## config.mk

```make
export PLATFORM = sky130hd
export DESIGN_NAME = serial_adder_4bit
export DESIGN_NICKNAME = d
export VERILOG_FILES = /design/src/rtl/serial_adder_4bit.sv
export SDC_FILE = /design/constraint.sdc
export NUM_CORES = 1
export LEC_CHECK = 0
export BUFFER_PORTS_ARGS = -buffer_cell sky130_fd_sc_hd__buf_2
export CORE_ASPECT_RATIO = 1.75
export CORE_MARGIN = 8
export CORE_UTILIZATION = 30
export CTS_BUF_LIST = sky130_fd_sc_hd__clkbuf_4 sky130_fd_sc_hd__clkbuf_8
export CTS_CLUSTER_DIAMETER = 80
export DETAILED_ROUTE_END_ITERATION = 6
export SYNTH_ARGS = -nofsm -noshare
export SYNTH_HDL_FRONTEND = slang
export SYNTH_SLANG_ARGS = --single-unit
export TNS_END_PERCENT = 10
```

## constraint.sdc

```tcl
create_clock -name clk -period 2.2 [get_ports clk]
set_input_delay 0 -clock clk [delete_from_list [all_inputs] [get_ports clk]]
set_output_delay 0 -clock clk [all_outputs]
set_load 0.1 [all_outputs]
```

## src/rtl/serial_adder_4bit.sv

```systemverilog
// Bit-serial add/subtract unit: latches operands on start, resolves one bit per
// clock LSB first, and presents a registered result plus flags with a done pulse.
module serial_adder_4bit #(
    parameter int WIDTH = 4
) (
    input  logic             clk,
    input  logic             rst,
    input  logic             start,
    input  logic             op_sub,
    input  logic [WIDTH-1:0] a,
    input  logic [WIDTH-1:0] b,
    output logic             busy,
    output logic             done,
    output logic [WIDTH-1:0] result,
    output logic             carry_out,
    output logic             overflow,
    output logic             zero
);

    localparam int CW = (WIDTH > 1) ? $clog2(WIDTH) : 1;
    localparam logic [CW-1:0] LAST_BIT = CW'(WIDTH - 1);

    typedef enum logic {
        IDLE,
        SHIFT
    } state_t;

    state_t           state_q;
    logic [WIDTH-1:0] a_sh_q;
    logic [WIDTH-1:0] b_sh_q;
    logic [WIDTH-1:0] res_sh_q;
    logic [CW-1:0]    cnt_q;
    logic             carry_q;
    logic             busy_q;
    logic             done_q;
    logic [WIDTH-1:0] result_q;
    logic             carry_out_q;
    logic             overflow_q;
    logic             zero_q;

    logic             ha1_s;
    logic             ha1_c;
    logic             ha2_s;
    logic             ha2_c;
    logic             carry_d;
    logic [WIDTH-1:0] res_sh_d;

    // Full adder built as two half adders with their carries ORed.
    assign ha1_s    = a_sh_q[0] ^ b_sh_q[0];
    assign ha1_c    = a_sh_q[0] & b_sh_q[0];
    assign ha2_s    = ha1_s ^ carry_q;
    assign ha2_c    = ha1_s & carry_q;
    assign carry_d  = ha1_c | ha2_c;
    assign res_sh_d = {ha2_s, res_sh_q[WIDTH-1:1]};

    // NOTE: every register here uses <= so all updates see pre-edge values.
    always_ff @(posedge clk) begin
        if (rst) begin
            state_q     <= IDLE;
            a_sh_q      <= '0;
            b_sh_q      <= '0;
            res_sh_q    <= '0;
            cnt_q       <= '0;
            carry_q     <= 1'b0;
            busy_q      <= 1'b0;
            done_q      <= 1'b0;
            result_q    <= '0;
            carry_out_q <= 1'b0;
            overflow_q  <= 1'b0;
            zero_q      <= 1'b0;
        end else begin
            done_q <= 1'b0;
            case (state_q)
                IDLE: begin
                    if (start) begin
                        a_sh_q  <= a;
                        // Subtract as a + ~b + 1: invert b and seed the carry with 1.
                        b_sh_q  <= op_sub ? ~b : b;
                        carry_q <= op_sub;
                        cnt_q   <= '0;
                        busy_q  <= 1'b1;
                        state_q <= SHIFT;
                    end
                end
                SHIFT: begin
                    res_sh_q <= res_sh_d;
                    carry_q  <= carry_d;
                    a_sh_q   <= a_sh_q >> 1;
                    b_sh_q   <= b_sh_q >> 1;
                    cnt_q    <= cnt_q + 1'b1;
                    if (cnt_q == LAST_BIT) begin
                        // carry_q is the carry into the MSB on this final bit.
                        result_q    <= res_sh_d;
                        carry_out_q <= carry_d;
                        overflow_q  <= carry_q ^ carry_d;
                        zero_q      <= (res_sh_d == '0);
                        done_q      <= 1'b1;
                        busy_q      <= 1'b0;
                        state_q     <= IDLE;
                    end
                end
                default: state_q <= IDLE;
            endcase
        end
    end

    assign busy      = busy_q;
    assign done      = done_q;
    assign result    = result_q;
    assign carry_out = carry_out_q;
    assign overflow  = overflow_q;
    assign zero      = zero_q;

endmodule

```

=== Yosys cells after proc, flatten, opt, wreduce, memory -nomap -nowiden ===
Index checks and enable logic that the tools add are counted.

* Logic and storage cells: 44
* Flip-flop bits (word level): 25
* Output and inout port bits: 9
* Input bits: 12

* Bitwise operators: 8
* Add/subtract/negate cells: 1
* Equal/unequal tests: 3
* Reductions and logical operators: 4
* Mux-type cells: 16

{| class="wikitable"
|+ Operators by type and width
! cell !! count
|-
| 4-bit case mux with 2 select lines || 2
|-
| 4-bit two-way mux || 3
|-
| 1-bit two-way mux || 6
|-
| 1-bit case mux with 2 select lines || 3
|-
| 4-bit logical NOT || 1
|-
| 4-bit inverter || 1
|-
| 2-bit case mux with 2 select lines || 1
|-
| 2-bit AND reduction || 2
|-
| 1-bit XOR || 3
|-
| 2-bit by 1-bit adder with 2-bit output (second input constant) || 1
|-
| 1-bit AND || 2
|-
| 2-bit equality test (second input constant) || 1
|-
| 2-bit two-way mux || 1
|-
| 2-bit by 1-bit != test with 1-bit output (second input constant) || 1
|-
| 2-bit != test (second input constant) || 1
|-
| 2-bit OR reduction || 1
|-
| 1-bit inverter || 1
|-
| 1-bit OR || 1
|}

=== Depth between registers and ports, before layout ===
Gate-level depths: netlist (run 1).

* Depth in word-level cells: 4
* Gate-level depth with buffers: 4
* Mapped depth without buffers: 3

=== Least setup slack after synthesis (run 1) ===
Ideal clock, no wire load.

* Kind: reg2reg
* Start: register a_sh_q[0]
* End: register zero_q (netlist: zero)
* Cell stages (with the launch flop): 4
* Path buffers: 0
* Setup slack: 0.665 ns
* Required time: 2.125 ns
* Period minus slack after synthesis: 1.535 ns
* Arrival time: 1.460 ns
* Setup time: 0.075 ns
* Cells stage by stage: dfxtp_1 fa_1 or4_1 o22ai_1

* Longest elaborated chain between the ends: 3

{| class="wikitable"
|+ Ends and longest elaborated chain
! element !! RTL line !! source
|-
| start: declaration || 29 || <nowiki>logic [WIDTH-1:0] a_sh_q;</nowiki>
|-
| start signal: assignment || 88 || <nowiki>a_sh_q <= a_sh_q >> 1;</nowiki>
|-
| 1-bit XOR || 49 || <nowiki>assign ha1_s = a_sh_q[0] ^ b_sh_q[0];</nowiki>
|-
| 1-bit XOR || 51 || <nowiki>assign ha2_s = ha1_s ^ carry_q;</nowiki>
|-
| via ha2_s || 43 || <nowiki>logic ha2_s;</nowiki>
|-
| 4-bit logical NOT || 96 || <nowiki>zero_q <= (res_sh_d == '0);</nowiki>
|-
| end signal: assignment || 96 ||
|-
| end: declaration || 39 || <nowiki>logic zero_q;</nowiki>
|}

The timed path passes the listed nets, and every way through them passes these cells.
A chain may end at the register's enable or synchronous reset.

=== Final worst setup path (run 1) ===
* Start: register carry_q
* End: register zero_q (netlist: zero)

* Longest elaborated chain between the ends: 2

{| class="wikitable"
|+ Ends and longest elaborated chain
! element !! RTL line !! source
|-
| start: declaration || 33 || <nowiki>logic carry_q;</nowiki>
|-
| start signal: assignment || 79 || <nowiki>carry_q <= op_sub;</nowiki>
|-
| start signal: assignment || 87 || <nowiki>carry_q <= carry_d;</nowiki>
|-
| 1-bit XOR || 51 ||
|-
| via ha2_s || 43 ||
|-
| 4-bit logical NOT || 96 ||
|}

The timed path passes the listed nets, and every way through them passes these cells.

==> flow_metrics.tcl, run 1 <==
set metrics [dict create \
    outcome "completed" \
    firstDrtPassIters 4 \
    ios 21 \
    synth_cell_types 26 \
    diodes 0 \
    min_period_over_period_pct 73.4 \
    yosys.area.top_type "dfxtp_1" \
    fill_cells 398 \
    final_layout_size_suffix_gt1_share_pct 26.0 \
    ant_nets 0 \
    fin_crit_ns 1.61 \
    antenna_found_initial 0 \
    synth_seq_cells 24 \
    finalClockSkew_ns 0.00332 \
    grt_pass1_wl_um 3750 \
    via_count 804 \
    start_util_pct 30.5 \
    die_area_mm2 0.00588 \
    syn_avg_cell_area_um2 10.1 \
    worst_slew_pin_slew_ns 0.555 \
    slew_headroom_pct 63.0 \
    clock_latency_ns 0.26 \
    ys_async_sr_fraction_pct 0 \
    setup_slack_ns 0.586 \
    synth.most_common_cell "dfxtp_1" \
    cp-start-kind "flop" \
    cts_buffers 3 \
    via_per_inst 4.76 \
    finalWirelength_um 2220 \
    required_ns 2.39 \
    leakagePower_uw 0.000509 \
    max_freq_mhz 620 \
    powerDensity_mw_per_mm2 702 \
    worst_ir_drop_vdd_mv 0.424 \
    place_ws_ns 0.592 \
    die_h_um 95.6 \
    setup_tns_ns 0 \
    drt-wirelength-per-cell_um 13.2 \
    cts_sinks 24 \
    drc 0 \
    worstHoldPathType "input pin to flop" \
    post-cts-setup-buffers 0 \
    cap_violations 0 \
    clk_pin_slew_worst_paths_ns 0.08 \
    areaGrowthSynthToFinish_pct 14.6 \
    fp-row-count 29 \
    yosysWarningCount 0 \
    finalMaxSlewViolations 0 \
    synth_top_area_share_pct 44.2 \
    overflow 0 \
    clk_path_buf_depth 2 \
    grt_setup_unrepaired "no" \
    seq_area_frac_synth_pct 44.2 \
    crit_type "flop to flop" \
    hold_buffers 0 \
    cts_tree "done" \
    cts_resized 0 \
    finalPower_uw 874 \
    cts_max_level 1 \
    num-nets-final 138 \
    synth_edf_count 0 \
    synth_cells 108 \
    netlist_area_mm2 0.00109 \
    synth_ff_type "dfxtp_1" \
    cp.arrival_ns 1.81 \
    coreArea_mm2 0.00356 \
    syn_nets 122 \
    globalplace.congestion 0.755 \
    grt_use_total_pct 8.27 \
    die_w_um 61.5 \
    grt_max_degree 29 \
    synth_common_cells "dfxtp_1 (24), a21oi_1 (9), mux2i_1 (8), buf_2 (7), a21bo_2 (6)" \
    critPathMaxFanout 3 \
    hold_viol_final 0 \
    grt_pass1_vias 845 \
    drtIter0Drc 10 \
    finalSetupViolCount 0 \
    cp-end-kind "flop" \
    port_buffers 20 \
    synth_area_leaders "dfxtp_1 (44%), mux2i_1 (7.4%), a21bo_2 (5.5%)" \
    cts_root_buf "clkbuf_8" \
    dp_hpwl_um 1590 \
]
## final timing paths
kind | from | to | slack (ns) | cells past startpoint
setup / recovery | carry_q | zero | 0.59 | 3
hold / removal | b[2] | b_sh_q[2] | 0.05 | 3
setup reg to reg | carry_q | zero | 0.59 | 3
hold reg to reg | zero | zero | 0.50 | 2
## stage by stage
stage | util (%) | area (um^2) | hold WS (ns) | std cells
floorplan | - | 1090 | 0.182 | 108
global placement | 33.5 | 1190 | 0.295 | 165
detailed placement | 33.5 | 1190 | 0.327 | 165
CTS | 35.0 | 1240 | 0.0546 | 169
global route | 35.0 | 1240 | 0.0565 | 169
finish | 35.0 | 1240 | 0.0510 | 169
## state kept, by name (all words and copies together) (netlist names)
signal	cells
overflow	1
zero	1
done	1
carry_out	1
b_sh_q	4
busy	1
cnt_q	2
result	4
state_q	1
a_sh_q	4
res_sh_q	3
carry_q	1
## where the power goes
| group | switching [uW] | total (uW) | internal [uW] | leakage [uW] |
|---|---|---|---|---|
| combinational | 61.2 | 110 | 49.0 | 0.000285 |
| sequential | 18.5 | 473 | 455 | 0.000196 |
| clock | 131 | 291 | 159 | 0.0000288 |
## worst max-delay path: stages, from the launching register on
cell and delay, ns:
dfxtp_1 0.38, fa_1 0.46, or4_1 0.54, o22ai_1 0.16
## cell families after synthesis
| logic type | count (synthesis) | share of synthesized area, % |
|---|---|---|
| simple gates | 32 | 17.5 |
| mux | 8 | 7.37 |
| buf+inv | 12 | 6.34 |
| fa+ha+maj | 2 | 3.00 |
| compound gates | 25 | 17.5 |
| xor+xnor | 5 | 4.03 |
| flops | 24 | 44.2 |
## metal layers
layer | global-route usage [%] | share of wire, % | wire, um
met3 | 2.43 | 5.0 | 112
met5 | 0 | 0 | 0
met1 | 8.22 | 40 | 892
met4 | 4.59 | 1.9 | 42
met2 | 14.5 | 53 | 1180
## placed cells by master, fill, tap and decap left out, drive strengths merged, types with 2 or more instances in the layout
cell type | synthesis | layout
or4b | 3 | 3
nand2 | 4 | 4
mux2i | 8 | 8
a21oi | 9 | 9
or3b | 3 | 3
buf | 10 | 21
xnor2 | 5 | 5
clkbuf | 0 | 4
a21bo | 6 | 6
inv | 2 | 2
nand2b | 3 | 3
o221ai | 3 | 3
a211oi | 5 | 5
nor2b | 4 | 4
nand3 | 5 | 5
dfxtp | 24 | 24
nor3 | 2 | 2
nor2 | 5 | 5
## area by class of cell
class	count	area (um^2)	area share [%]
clock buffers	4	55.1	4.42
inverters	2	7.51	0.603
multi-input cells	72	537	43.1
flip-flops and latches	24	480	38.6
well taps	46	57.6	4.62
repair buffers	21	108	8.64
Power figures use the tool's default switching activity.
==> run 2: changes to the inputs <==
clock period = 1.5 ns   (was 2.2 ns; I/O delays follow)
==> flow_metrics.tcl, run 2 (synthesized netlist as in run 1, its figures left out) <==
set metrics [dict create \
    critPathSlowestCell "fa_1" \
    grt_use_total_pct 8.96 \
    firstDrtPassIters 2 \
    multiInputGateArea_um2 537 \
    fp-row-count 29 \
    ant_nets 0 \
    max_freq_mhz 659 \
    finalSetupViolCount 1 \
    leakagePower_uw 0.000536 \
    clock_latency_ns 0.26 \
    intPower_uw 988 \
    reg2reg_to "zero" \
    grt_pass1_wl_um 3880 \
    p_seq_share_pct 53.0 \
    setup_tns_ns -0.0178 \
    met3_length_um 79 \
    sw_frac_of_total_pct 24.3 \
    layout_common_cells "dfxtp_1 (22), buf_2 (20), a21oi_1 (9), mux2i_1 (8)" \
    grt_max_degree 29 \
    p_sw_uw 317 \
    timing.rr.start "a_sh_q[0]" \
    worst_ir_drop_vdd_mv 0.643 \
    via_per_inst 4.87 \
    cts_sinks 24 \
    power.share.clock_pct 32.9 \
    finalPower_uw 1300 \
    coreArea_mm2 0.00356 \
    worstHoldPathType "input pin to flop" \
    port_buffers 20 \
    required_ns 1.70 \
    hold_buffers 0 \
    globalplace.congestion 0.716 \
    die_w_um 61.5 \
    min_period_over_period_pct 101 \
    cp_slowest_stage_delay_ns 0.49 \
    areaGrowthSynthToFinish_pct 18.3 \
    setup_slack_ns -0.0178 \
    crit_type "flop to flop" \
    via_count 847 \
    grt_pass1_vias 839 \
    num-nets-final 143 \
    pwr-share-comb_pct 14.1 \
    finalWirelength_um 2270 \
    violations "negative setup slack" \
    dp_hpwl_um 1660 \
    cts_tree "done" \
    critPathMaxFanout 2 \
    hold-path-cell-count 3 \
    grt_setup_unrepaired "yes" \
    whs_endpoint "a_sh_q[3]" \
    overflow 0 \
    regArea_um2 483 \
    fin_crit_ns 1.52 \
    final_layout_size_suffix_gt1_share_pct 30.5 \
    reg2reg_depth 3 \
    powerDensity_mw_per_mm2 1020 \
    drt-wirelength-per-cell_um 13.0 \
    cp.arrival_ns 1.71 \
    cts_buffers 3 \
    slew_headroom_pct 67.7 \
    finalClockSkew_ns 0.00336 \
    hold_viol_final 0 \
    place_ws_ns -0.0272 \
    worst_slew_pin_slew_ns 0.488 \
    outcome "finished with violations" \
    dp_cells 169 \
    dr_wl_met2_um 1220 \
    drc 0 \
    clk_pin_slew_worst_paths_ns 0.08 \
    r2r_slack_ns -0.02 \
    antenna_found_initial 0 \
    cp-end-kind "flop" \
    ios 21 \
    routed.top_layer "met4" \
    path_cells "fa_1, or4_1, o22ai_1" \
    cap_violations 0 \
    hold_ws_ns 0.0318 \
    clk_path_buf_depth 2 \
    cp-start-kind "flop" \
    drtIter0Drc 10 \
    worstHoldStart "a[3]" \
    final_common_cell "dfxtp_1" \
    finalMaxSlewViolations 0 \
    final_cells 174 \
    start_util_pct 30.5 \
    cts_max_level 1 \
    cts_root_buf "clkbuf_8" \
    fill_cells 400 \
    wl_met1_um 893 \
    diodes 0 \
    die_h_um 95.6 \
    die_area_mm2 0.00588 \
]
run 2: changes by cell type in the layout (fill, tap and decap cells not counted), sizes merged:
cell,previous run,this run
buf,21,26
run 2: routing by layer:
metal  up-vias  track usage (%)
met5         -                0
met4         0             6.88
met3         4             2.03
met2        10             14.8
met1       409             9.34
li1        424                -
run 2: critical path: cells and delay by family, from the launching register on:
family,cells,cell delay (ns)
simple gates,1,0.47
compound gates,1,0.15
fa+ha+maj,1,0.49
flops,1,0.34
run 2: stage by stage:
step / util (%) / cell area, um^2
floorplan: - / 1090
global placement: 34.3 / 1220
detailed placement: 34.3 / 1220
CTS: 35.9 / 1280
global route: 36.1 / 1280
finish: 36.1 / 1280
run 2: final cells by class:
type | count | share of cell area [%]
sequential | 24 | 37.6
inverter | 2 | 0.584
timing repair buffer | 26 | 11.3
clock buffer | 4 | 4.28
multi-input combinational | 72 | 41.8
tap | 46 | 4.48
run 2: timing repair:
item                                    4_1_cts  5_1_grt
setup buffers                                 0        1
resized for setup                             1        1
endpoints found under the setup margin        1        1
pin swaps                                     0        1
run 2: power by group through the flow:
stage | sequential, uW | clock [uW] | combinational, uW
4_1_cts | 691 | 451 | 178
6_report | 692 | 429 | 184
2_1_floorplan | 714 | 0 | 124
3_5_place_dp | 705 | 0 | 177
5_1_grt | 696 | 474 | 206
3_3_place_gp | 703 | 0 | 172
run 2: how the worst max path moves through the flow:
stage | cells after the start | slack (ns) | end | startpoint
2_1_floorplan | 3 | 0.04 | zero | b_sh_q[0]
3_3_place_gp | 3 | -0.009 | zero | b_sh_q[0]
3_5_place_dp | 3 | -0.03 | zero | b_sh_q[0]
4_1_cts | 3 | -0.05 | zero | b_sh_q[0]
5_1_grt | 3 | -0.06 | zero | a_sh_q[0]
6_report | 3 | -0.02 | zero | a_sh_q[0]
